**src/rtl/calculator_core_if.sv**
```systemverilog
// Operand/result bus of the calculator core.
// master drives switches and pulses; slave returns A, B, C and status.
interface calculator_core_if #(
   parameter int WIDTH = 16
);
   logic [WIDTH-1:0] sw;
   logic             ld;
   logic             exec;
   logic             clr;
   logic [1:0]       op;
   logic [WIDTH-1:0] A;
   logic [WIDTH-1:0] B;
   logic [WIDTH-1:0] C;
   logic             flag;
   logic             busy;
   logic             done;

   modport master (
      output sw, ld, exec, clr, op,
      input  A, B, C, flag, busy, done
   );

   modport slave (
      input  sw, ld, exec, clr, op,
      output A, B, C, flag, busy, done
   );
endinterface

```
**src/rtl/calculator_core.sv**
```systemverilog
// Operand entry plus ADD/SUB and iterative MUL/DIV for the calculator.
// Define CALC_DIV_EN to build the restoring divider for op=11.
module calculator_core #(
   parameter int WIDTH    = 16,
   parameter int ITER_CNT = 16
) (
   input logic               clk,
   input logic               rst,
   calculator_core_if.slave  bus
);

   typedef enum logic [2:0] {
      S_A,
      S_B,
      S_OP,
      S_BUSY,
      S_DONE
   } state_t;

   localparam int CW = $clog2(ITER_CNT + 1);

   state_t           state;
   logic [CW-1:0]    cnt;
   logic [WIDTH-1:0] hi;
   logic [WIDTH-1:0] lo;
   logic [WIDTH:0]   mul_sum;
   logic [WIDTH-1:0] step_hi;
   logic [WIDTH-1:0] step_lo;
`ifdef CALC_DIV_EN
   logic             is_div;
   logic [WIDTH:0]   shifted;
   logic             fits;
`endif

   // hi:lo is the shared product / remainder:quotient register pair
   always_comb begin
      mul_sum = {1'b0, hi} + (lo[0] ? {1'b0, bus.A} : '0);
      step_hi = mul_sum[WIDTH:1];
      step_lo = {mul_sum[0], lo[WIDTH-1:1]};
`ifdef CALC_DIV_EN
      shifted = {hi, lo[WIDTH-1]};
      fits    = shifted >= {1'b0, bus.B};
      if (is_div) begin
         step_hi = fits ? WIDTH'(shifted - {1'b0, bus.B})
                        : shifted[WIDTH-1:0];
         step_lo = {lo[WIDTH-2:0], fits};
      end
`endif
   end

   always_ff @(posedge clk or negedge rst) begin
      if (!rst) begin
         state    <= S_A;
         cnt      <= '0;
         hi       <= '0;
         lo       <= '0;
         bus.A    <= '0;
         bus.B    <= '0;
         bus.C    <= '0;
         bus.flag <= 1'b0;
         bus.busy <= 1'b0;
         bus.done <= 1'b0;
`ifdef CALC_DIV_EN
         is_div   <= 1'b0;
`endif
      end else begin
         bus.done <= 1'b0;
         if (bus.clr) begin
            state    <= S_A;
            bus.A    <= '0;
            bus.B    <= '0;
            bus.C    <= '0;
            bus.flag <= 1'b0;
            bus.busy <= 1'b0;
         end else begin
            unique case (state)
               S_A: if (bus.ld) begin
                  bus.A <= bus.sw;
                  state <= S_B;
               end
               S_B: if (bus.ld) begin
                  bus.B <= bus.sw;
                  state <= S_OP;
               end
               S_OP: if (bus.exec) begin
                  unique case (bus.op)
                     2'b00: begin
                        {bus.flag, bus.C} <= {1'b0, bus.A} + {1'b0, bus.B};
                        bus.done <= 1'b1;
                        state    <= S_DONE;
                     end
                     2'b01: begin
                        bus.C    <= bus.A - bus.B;
                        bus.flag <= bus.A < bus.B;
                        bus.done <= 1'b1;
                        state    <= S_DONE;
                     end
                     2'b10: begin
                        hi       <= '0;
                        lo       <= bus.B;
                        cnt      <= '0;
                        bus.busy <= 1'b1;
                        state    <= S_BUSY;
`ifdef CALC_DIV_EN
                        is_div   <= 1'b0;
`endif
                     end
                     default: begin
`ifdef CALC_DIV_EN
                        if (bus.B == '0) begin
                           bus.C    <= '1;
                           bus.flag <= 1'b1;
                           bus.done <= 1'b1;
                           state    <= S_DONE;
                        end else begin
                           hi       <= '0;
                           lo       <= bus.A;
                           cnt      <= '0;
                           is_div   <= 1'b1;
                           bus.busy <= 1'b1;
                           state    <= S_BUSY;
                        end
`else
                        bus.C    <= '0;
                        bus.flag <= 1'b1;
                        bus.done <= 1'b1;
                        state    <= S_DONE;
`endif
                     end
                  endcase
               end
               S_BUSY: begin
                  hi  <= step_hi;
                  lo  <= step_lo;
                  cnt <= cnt + 1'b1;
                  if (cnt == CW'(ITER_CNT - 1)) begin
                     bus.C    <= step_lo;
`ifdef CALC_DIV_EN
                     bus.flag <= !is_div && (|step_hi);
`else
                     bus.flag <= |step_hi;
`endif
                     bus.busy <= 1'b0;
                     bus.done <= 1'b1;
                     state    <= S_DONE;
                  end
               end
               S_DONE: if (bus.ld) begin
                  bus.A    <= bus.sw;
                  bus.B    <= '0;
                  bus.C    <= '0;
                  bus.flag <= 1'b0;
                  state    <= S_B;
               end
               default: state <= S_A;
            endcase
         end
      end
   end

endmodule

```
**src/flat_wrapper.sv**
```systemverilog
// flat-port wrapper written by rule: the top's interface ports become plain ports
module calculator_core_flat 
#(
   parameter int WIDTH    = 16,
   parameter int ITER_CNT = 16
)
  (clk, rst, bus_sw, bus_ld, bus_exec, bus_clr, bus_op, bus_A, bus_B, bus_C, bus_flag, bus_busy, bus_done);
  calculator_core_if #(.WIDTH(WIDTH)) bus_i ();
  input logic clk;
  input logic rst;
  input wire logic [$bits(bus_i.sw)-1:0] bus_sw;
  input wire logic [$bits(bus_i.ld)-1:0] bus_ld;
  input wire logic [$bits(bus_i.exec)-1:0] bus_exec;
  input wire logic [$bits(bus_i.clr)-1:0] bus_clr;
  input wire logic [$bits(bus_i.op)-1:0] bus_op;
  output wire logic [$bits(bus_i.A)-1:0] bus_A;
  output wire logic [$bits(bus_i.B)-1:0] bus_B;
  output wire logic [$bits(bus_i.C)-1:0] bus_C;
  output wire logic [$bits(bus_i.flag)-1:0] bus_flag;
  output wire logic [$bits(bus_i.busy)-1:0] bus_busy;
  output wire logic [$bits(bus_i.done)-1:0] bus_done;
  assign bus_i.sw = bus_sw;
  assign bus_i.ld = bus_ld;
  assign bus_i.exec = bus_exec;
  assign bus_i.clr = bus_clr;
  assign bus_i.op = bus_op;
  assign bus_A = bus_i.A;
  assign bus_B = bus_i.B;
  assign bus_C = bus_i.C;
  assign bus_flag = bus_i.flag;
  assign bus_busy = bus_i.busy;
  assign bus_done = bus_i.done;
  calculator_core #(.WIDTH(WIDTH), .ITER_CNT(ITER_CNT)) u_core (.clk(clk), .rst(rst), .bus(bus_i));
endmodule
```
**config.mk**
```make
export PLATFORM = sky130hd
export DESIGN_NAME = calculator_core_flat
export DESIGN_NICKNAME = d
export VERILOG_FILES = /design/src/rtl/calculator_core_if.sv /design/src/rtl/calculator_core.sv /design/src/flat_wrapper.sv
export SDC_FILE = /design/constraint.sdc
export NUM_CORES = 1
export LEC_CHECK = 0
export CORE_UTILIZATION = 37
export DETAILED_ROUTE_END_ITERATION = 16
export RECOVER_POWER = 25
export SYNTH_ARGS = -nofsm -noshare
export SYNTH_HDL_FRONTEND = slang
export SYNTH_SLANG_ARGS = --single-unit
export TNS_END_PERCENT = 50
```
**constraint.sdc**
```tcl
create_clock -name clk -period 2.7 [get_ports clk]
set_input_delay 0.81 -clock clk [delete_from_list [all_inputs] [get_ports clk]]
set_output_delay 0.81 -clock clk [all_outputs]
set_load 0.05 [all_outputs]
```
After elaboration in Yosys (flattened, before gate mapping)
Cells that the tools add are included.

$add $sub $neg: 4. Order comparisons: 1. Eq/ne operators: 16. Multiplexer cells: 44. Bitwise operators: 1. Reductions and logical operators: 16.

Operators with widths (count): 2-to-1 mux 16 bit (13); one-hot mux 16 bit (2 select lines) (3); one-hot mux 16 bit (3 select lines) (2); 2-to-1 mux 3 bit (6); adder 16 x 16 -> 17 bit (1); adder 16 x 17 -> 17 bit (1); < comparator 16 bit (1); OR reduction 16 bit (1); subtractor 16 bit (1); 2-to-1 mux 1 bit (12); inequality test 3 bit, second input constant (4); one-hot mux 3 bit (4 select lines) (1); AND reduction 4 bit (3); 2-to-1 mux 5 bit (2); one-hot mux 5 bit (2 select lines) (1); equality test 3 x 2 -> 1 bit, second input constant (2); inequality test 3 x 2 -> 1 bit, second input constant (2); one-hot mux 1 bit (3 select lines) (2); nonzero test 2 bit (3); nonzero test 3 bit (2); adder 5 x 1 -> 5 bit, second input constant (1); equality test 5 x 4 -> 1 bit, second input constant (1); AND reduction 5 bit (1); one-hot mux 1 bit (2 select lines) (2); other kinds (14) (14).

Flip-flop bits (word level): 91. Input bits: 23. Output and inout bits: 51. Logic and storage cells: 92.

Logic depth before layout (Yosys ltp)
Gate-level depths: netlist of run 1.

Depth after elaboration: 6. Depth in mapped cells: 14. Gate-level depth less buffers: 14.

Worst setup path after synthesis of run 1
Ideal clock, no wire load.

Path kind: register to register. Start point: register u_core.bus.B[1]. End point: register u_core.bus.C[13]. Setup time: 0.130 ns. Data arrival time: 2.896 ns. Data required time: 2.570 ns. Path slack: -0.326 ns. Stages on the path, launching flop included: 13. Buffers on the path: 0. Clock period less this slack: 3.026 ns. Cell sequence: dfrtp_1 inv_1 ha_1 nor2b_1 o21a_1 o21ai_1 a2111oi_0 o21ai_0 a21oi_1 o21bai_1 a221oi_1 xor2_1 o22ai_1.

Word-level cells in the longest chain between the ends: 5. Elaborated cells on any way between the ends: 6. Classes of those cells: add/sub: 2; mux: 4.

Ends and longest elaborated chain: start, declared (RTL line calculator_core_if.sv:25) `output A, B, C, flag, busy, done`; start signal, assigned (RTL line calculator_core.sv:82) `bus.B <= bus.sw;`; subtractor 16 bit / adder 16 x 16 -> 17 bit (equally long branches) (RTL line calculator_core.sv:93, calculator_core.sv:88); one-hot mux 16 bit (3 select lines) * (RTL line calculator_core.sv:86) `unique case (bus.op)`; 2-to-1 mux 16 bit * (RTL line calculator_core.sv:85) `S_OP: if (bus.exec) begin`; one-hot mux 16 bit (3 select lines) * (RTL line calculator_core.sv:76) `unique case (state)`; 2-to-1 mux 16 bit * (RTL line calculator_core.sv:68) `if (bus.clr) begin`; end signal, assigned (RTL line calculator_core.sv:88) `{bus.flag, bus.C} <= {1'b0, bus.A} + {1'b0, bus.B};`; end signal, assigned (RTL line calculator_core.sv:93) `bus.C <= bus.A - bus.B;`; end signal, assigned (RTL line calculator_core.sv:137) `bus.C <= step_lo;`; end, declared (RTL line calculator_core_if.sv:25).

Every way passes the cells marked *; elsewhere a longest branch is shown, timed or not. The select of a mux whose other input is x is not followed. A chain may end at the register's enable or synchronous reset.

Worst setup path in the final report of run 1
Start point: register u_core.lo[0]. End point: register u_core.bus.flag.

Word-level cells in the longest chain between the ends: 6.

Ends and longest elaborated chain: start, declared (RTL line calculator_core.sv:25) `logic [WIDTH-1:0] lo;`; start signal, assigned (RTL line calculator_core.sv:100) `lo <= bus.B;`; start signal, assigned (RTL line calculator_core.sv:134) `lo <= step_lo;`; 2-to-1 mux 16 bit (RTL line calculator_core.sv:37) `mul_sum = {1'b0, hi} + (lo[0] ? {1'b0, bus.A} : '0);`; adder 16 x 17 -> 17 bit (RTL line calculator_core.sv:37); OR reduction 16 bit (RTL line calculator_core.sv:141) `bus.flag <= |step_hi;`; 2-to-1 mux 1 bit (RTL line calculator_core.sv:136) `if (cnt == CW'(ITER_CNT - 1)) begin`; one-hot mux 1 bit (3 select lines) (RTL line calculator_core.sv:76); 2-to-1 mux 1 bit (RTL line calculator_core.sv:68); end signal, assigned (RTL line calculator_core.sv:88); end signal, assigned (RTL line calculator_core.sv:94) `bus.flag <= bus.A < bus.B;`; end signal, assigned (RTL line calculator_core.sv:141); end, declared (RTL line calculator_core_if.sv:25).

No other way between the ends. The select of a mux whose other input is x is not followed.

==> metrics.txt, run 1 <==
status=complete, but fails checks; failing checks=negative setup slack; Vias=6124; vias per inst=approximately 5.5; VDD IR-drop max=0.3341 mV; quantity of I/O buffers inserted on ports=73; final setup violation count=8; final hold vios=0; Clock Skew=0.004633 ns; Max FO, Critical Path=5; Slowest Stage Delay on Critical Path=0.46 ns; Seq/Total Area, Yosys=~37%; Mapped Cells=708; DRC violations left=0; starting density of the core=around two fifths; post-DP HPWL=15600 µm; fin crit period=2.884 ns; most numerous cell on the critical path=buf_6; Core Area=0.01606 mm²; Worst slew margin=14.58%; synthesized flop and latch total=91; Int Power=2.610 mW; HP Start=u_core.lo[13]; adder-cell share of the synthesized area=between 10 and 15%; total iterations of the first detailed-routing run=5; Setup CP Type=flop to flop; root buffer cell=clkbuf_16; Site Rows=46; P_leak=slightly above 4 nW; r2r startpoint=u_core.lo[0]; Syn Std Cell Area=0.006138 mm²; final WL=between 20000 and 25000 µm; die area=0.01711 mm²; synth top area cells=dfrtp_1, ha_1, nand2_1; Hold Buf Count CTS=0; simple-gate share of the synthesized area=18.71%; Crit path max-delay family=compound AO/OA/AOI/OAI gates; Cell Area, Placed=about 0.008 mm²; CP bufs+invs=3; Post-Synth XOR/XNOR Area=4.138%; ys flop type=dfrtp_1; CP arrival=between 3 and 4 ns; total clock sinks=91; main combinational cell family by area after synthesis=compound AO/OA/AOI/OAI gates; Worst Hold Class=flop to flop; first-pass GRT wire length=33500 µm; Cell variety after synth=65; Max Buffers Root-to-Sink=2; PnR worst setup slack=-0.1836 ns; CP required=just under 3 ns; RSZ-0062 raised after global routing=true; fmax=346.8 MHz; DRT antenna net count=0; max-cap violations=0; fin. max-slew vios=0; mux cell area share after synthesis=0.3261%; vias in the first global route=6120; clk slew on worst S/H paths=0.07 ns; warnings from Yosys=0; RePlAce Congestion=0.9886; Seq pwr share=38.5%; # H-tree levels=3; antenna violations before repair=0; gr usage total=25.97%; area leader, netlist=dfrtp_1; post-synthesis compound-gate area fraction=23.01%; crit share post-route=106.8%; starting DRC count in detailed routing=roughly 550; largest net degree at the start of global routing=49; CTS Buf Count=9; Die H=130.8 µm; Chip Width=130.8 µm; antenna cells=0; Skew-Pair Late Insertion Delay=0.35 ns; gr ovfl total=0; Switching Power=1.349 mW; num ports=74; mean post-synth cell area=8.670 µm²; Power Total=3.959 mW; TritonCTS clock tree=yes; crit path from=u_core.lo[0]; post-synthesis async set-or-reset flop share=100.0%; Post-Syn Nets=roughly 780; P&R area growth vs syn=41.72%; power per cell area=455.0 mW/mm²; Worst setup SP type=flop; power share of the combinational group=31.1%; worst path cell trace=buf_6 > and2_4 > ha_4 > and3_4 > a221o_1 > a41oi_4 > buf_6 > inv_1 > a31oi_4 > xnor2_2 > nor4_1 > nand4_1 > nand2_1 > a311oi_1; Least-Margin Pin Slew=1.281 ns; slowest CP cell=dfrtp_2; share of the synthesized area in the top cell type=37.10%; Post-synth EDFFs=0; wire per inst=18.84 µm; Sw Share=34.07%; Final #Nets=972; Post-Layout Inst Area=0.008700 mm²; layout cells sized above 1=26.08%; clock share of power=30.4%; CP endpoint kind=flop
==> placed cells by master, fill, tap and decap left out, types with 7 or more instances in the layout <==
master / count
xor2_1: 11
and2_1: 15
a221o_1: 12
a21oi_1: 56
dfrtp_2: 16
a22o_1: 10
dfrtp_1: 75
inv_1: 38
nor2b_1: 8
ha_4: 9
nand2_1: 100
a21o_1: 14
nand2b_1: 7
nor2_1: 59
clkdlybuf4s50_1: 72
o21ai_0: 36
a21oi_2: 7
nor3_1: 17
clkbuf_16: 9
buf_4: 128
ha_1: 40
xnor2_1: 15
==> kinds of logic after synthesis <==
| family | Yosys count |
|---|---|
| muxes | 2 |
| adders and majority gates | 53 |
| DFF | 91 |
| xor gates and xnor gates | 29 |
| AOI/OAI and AO/OA | 209 |
| and+or+nand+nor | 249 |
| buffers and inverters | 75 |
==> stage by stage <==
step | instances | worst slack [ns] | hold WS, ns | utilization (%) | setup TNS (ns)
after CTS | 1113 | -0.1489 | 0.3278 | 53.19 | -0.1598
final | 1117 | -0.1836 | 0.5153 | 54.18 | -0.4065
after global placement | 1081 | -0.3427 | 0.4957 | 49.74 | -1.437
after global routing | 1117 | -0.2979 | 0.5271 | 54.18 | -3.707
after floorplan | 708 | -0.1119 | 0.4538 | - | -0.3886
after detailed placement | 1081 | -0.4376 | 0.5010 | 49.74 | -2.125
==> repair_timing <==
item	in CTS	in global routing
setup buffers	16	4
endpoints found under the setup margin	10	15
cloned	0	0
gates resized for setup	42	28
pin swaps	35	20
==> registers in the layout (all words and copies together) (netlist names), 3 cells and up <==
| register | count |
|---|---|
| u_core.bus.A | 16 |
| u_core.bus.B | 16 |
| u_core.bus.C | 16 |
| u_core.cnt | 5 |
| u_core.hi | 16 |
| u_core.lo | 16 |
| u_core.state | 3 |
==> final timing paths <==
path,to,slack [ns],cells past startpoint
worst max-delay path,u_core.bus.flag,-0.18,14
worst min-delay path,u_core.lo[13],0.52,2
worst max register to register,u_core.bus.flag,-0.18,14
worst min register to register,u_core.lo[13],0.52,2
max in group asynchronous,u_core.bus.A[9],0.23,2
min in group asynchronous,u_core.state[1],0.59,1
==> cell usage after synthesis, drive strengths merged, types with 7 or more instances <==
master	count
nor2	62
o21bai	7
dfrtp	91
ha	50
clkbuf	31
nor3	18
a221o	13
xor2	12
inv	40
and3	7
o22ai	7
nand2b	9
o21ai	43
xnor2	17
a31oi	7
a21oi	64
a21o	14
and2	20
a22o	12
nor2b	8
nand2	100
==> worst min-delay path: stages, from the launching register on <==
cell	delay, ns
dfrtp_1	0.34
a222oi_1	0.09
inv_1	0.05
==> per-layer routing <==
layer	track usage (%)	vias to the layer above	routed length, µm
met5	0	-	0
met4	8.993	0	478
met3	3.624	33	1317
met2	41.52	223	9722
met1	35.93	2982	9527
li1	-	2886	-
==> final cells by class <==
cell class              instances  area (µm²)
clock buffers                  13       250.2
multi-input cells             542        3870
fillers                      1436        7358
inverters                      40       150.1
clock inverters                 3       15.01
well taps                     216       270.3
repair buffers                212        1847
flip-flops and latches         91        2297
==> power groups by stage <==
stage                     Combinational, mW  Sequential [mW]  Clock, mW
after floorplan                       0.506             1.70          0
after global placement                 1.15             1.54          0
after detailed placement               1.17             1.55          0
after CTS                              1.20             1.52       1.22
after global routing                   1.33             1.53       1.28
final                                  1.23             1.52       1.20
Note: power is estimated with default switching activity, not from simulation.
==> run 2: changes to the inputs <==
--- a/config.mk
+++ b/config.mk
@@ -5,6 +5,7 @@
 export SDC_FILE = /design/constraint.sdc
 export NUM_CORES = 1
 export LEC_CHECK = 0
+export CORE_MARGIN = 2
 export CORE_UTILIZATION = 37
 export DETAILED_ROUTE_END_ITERATION = 16
 export RECOVER_POWER = 25
==> metrics.txt, run 2 (synthesis gave the netlist of run 1 again) <==
status=complete, but fails checks; failing checks=negative setup slack; final WL=20300 µm (-3.6%); DRT antenna net count=0 (unchanged); vias in the first global route=5951 (-2.8%); clk slew on worst S/H paths=0.07 ns (about the same); antenna violations before repair=0 (unchanged); Worst Hold Class=flop to flop; Post-Layout Inst Area=0.008772 mm² (+0.83%); fmax=348.4 MHz (+0.45%); crit share post-route=106.3% (-0.48 points); Hold EP=u_core.hi[6]; Hold Buf Count CTS=0 (unchanged); gr usage total=23.41% (-2.6 points); worst hold stages=2 (unchanged); Site Rows=47 (+2.2%); layout cells sized above 1=27.59% (+1.5 points); Chip Width=132.8 µm (+1.5%); Crit path max-delay family=simple AND/OR/NAND/NOR gates; quantity of I/O buffers inserted on ports=73 (unchanged); Int Power=2.759 mW (+5.7%); Fin Setup TNS=-0.4788 ns (-0.07227 ns); VDD IR-drop max=0.3180 mV (-4.8%); TritonCTS clock tree=yes; Max Buffers Root-to-Sink=2 (unchanged); gr ovfl total=0 (unchanged); post-DP HPWL=15020 µm (-3.7%); Die H=132.8 µm (+1.5%); dpl ws=-0.3078 ns (+0.1298 ns); worst reg2reg path depth=15 (+1); Least-Margin Pin Slew=1.135 ns (-0.1466 ns); CP bufs+invs=2 (-1); starting density of the core=37.41% (-0.81 points); RePlAce Congestion=0.9058 (-8.4%); first-pass GRT wire length=32430 µm (-3.2%); root buffer cell=clkbuf_16; r2r startpoint=u_core.lo[0]; HP Start=u_core.hi[6]; PnR worst setup slack=-0.1707 ns (+0.01295 ns); Clock Skew=0.01393 ns (+0.009294 ns); die area=0.01764 mm² (+3.1%); num ports=74 (unchanged); vias per inst=5.342 (-2.6%); CP endpoint kind=flop; clock share of power=32.2% (+1.8 points); fin. max-slew vios=0 (unchanged); Sw Share=34.50% (+0.43 points); RSZ-0062 raised after global routing=true; CTS Buf Count=9 (unchanged); P_leak=4.127 nW (+0.45%); total clock sinks=91 (unchanged); worst path cell trace=buf_6 > and2_1 > ha_2 > inv_1 > fa_2 > nand2b_4 > a21oi_4 > o22ai_2 > nand4b_1 > a21oi_2 > xor2_1 > nor2_1 > nand4_1 > nand2_1 > a311oi_1; R2R Setup Slk=-0.17 ns (about the same); Reg-to-Reg End=u_core.bus.flag; DRC violations left=0 (unchanged); wire per inst=18.02 µm (-4.3%); Vias=6015 (-1.8%); largest net degree at the start of global routing=42 (-14%); fin crit period=2.871 ns (-0.01295 ns); Slowest Stage Delay on Critical Path=0.42 ns (-0.04 ns); Worst slew margin=24.36% (+9.8 points); slowest CP cell=dfrtp_2; Setup CP Type=flop to flop; commonest non-fill, non-tap cell in the layout=buf_4; final hold vios=0 (unchanged); power per cell area=480.3 mW/mm² (+5.5%); Switching Power=1.454 mW (+7.8%); Power Total=4.213 mW (+6.4%); antenna cells=0 (unchanged); final setup violation count=6 (-2); max-cap violations=0 (unchanged); Cell Area, Placed=0.008056 mm² (+0.88%); Worst setup SP type=flop; Skew-Pair Late Insertion Delay=0.36 ns (about the same); power share of the combinational group=31.5% (+0.4 points); CP required=2.96 ns (+0.04 ns); total iterations of the first detailed-routing run=5 (unchanged); most frequent cells in the layout=buf_4, nand2_1, dfrtp_1; crit path from=u_core.lo[0]; Final #Nets=977 (+0.51%); Max FO, Critical Path=7 (+2); Core Area=0.01641 mm² (+2.2%); P&R area growth vs syn=42.91%; # H-tree levels=3 (unchanged); starting DRC count in detailed routing=392 (-28%); Seq pwr share=36.2% (-2.3 points); CP arrival=3.13 ns (+0.03 ns)
[run 2: cell count changes in the layout (fill, tap and decap cells not counted), moves of 3 or more]
cell / change
buf_6: -3
clkinv_2: -3
ha_1: -3
inv_1: -5
buf_4: +9
inv_2: +5
and2_1: +5
and2_4: -5
[run 2: layout make-up]
cell class              count  area [µm²]
clock buffers              10       229.0
flip-flops and latches     91        2297
clock inverters             6       77.57
inverters                  40       150.1
multi-input cells         542        3897
well taps                 220       275.3
fillers                  1460        7635
repair buffers            217        1846
[run 2: per-layer routing]
layer | up-vias | track usage (%) | wire length, µm
li1 | 2880 | - | -
met1 | 2914 | 33.53 | 9656
met2 | 187 | 36.93 | 9304
met3 | 34 | 3.487 | 895
met4 | 0 | 6.392 | 439
met5 | - | 0 | 0
[run 2: through the flow]
stage / hold WS (ns) / std cells / utilization, %
6_report: 0.5050 / 1126 / 53.47
5_1_grt: 0.5401 / 1126 / 53.47
4_1_cts: 0.4786 / 1117 / 51.65
3_5_place_dp: 0.4778 / 1097 / 49.10
3_3_place_gp: 0.4804 / 1097 / 49.10
2_1_floorplan: 0.4538 / 708 / -
[run 2: worst max path at each step]
stage	end	slack [ns]	cells past startpoint
finish	u_core.bus.flag	-0.17	15
global route	u_core.bus.flag	-0.32	15
CTS	u_core.bus.flag	-0.17	12
detailed placement	u_core.bus.flag	-0.31	14
global placement	u_core.bus.flag	-0.30	14
floorplan	u_core.bus.C[14]	-0.11	14
[run 2: what timing repair did]
item                       4_1_cts  5_1_grt
resized for setup               24       55
setup endpoints to repair        7       15
pin swaps                       14       32
buffers inserted                 4        9
[run 2: worst min-delay path, delay by kind of cell (launching register included)]
kind	cells	cell delay, ns
compound gates	1	0.06
simple gates	1	0.05
flops	1	0.36
[run 2: power groups by stage]
| stage | Combinational (mW) | Sequential (mW) | Clock (mW) |
|---|---|---|---|
| CTS | 1.20 | 1.52 | 1.38 |
| global route | 1.44 | 1.54 | 1.45 |
| global placement | 1.17 | 1.55 | 0 |
| finish | 1.33 | 1.53 | 1.36 |
| detailed placement | 1.18 | 1.55 | 0 |
| floorplan | 0.506 | 1.70 | 0 |
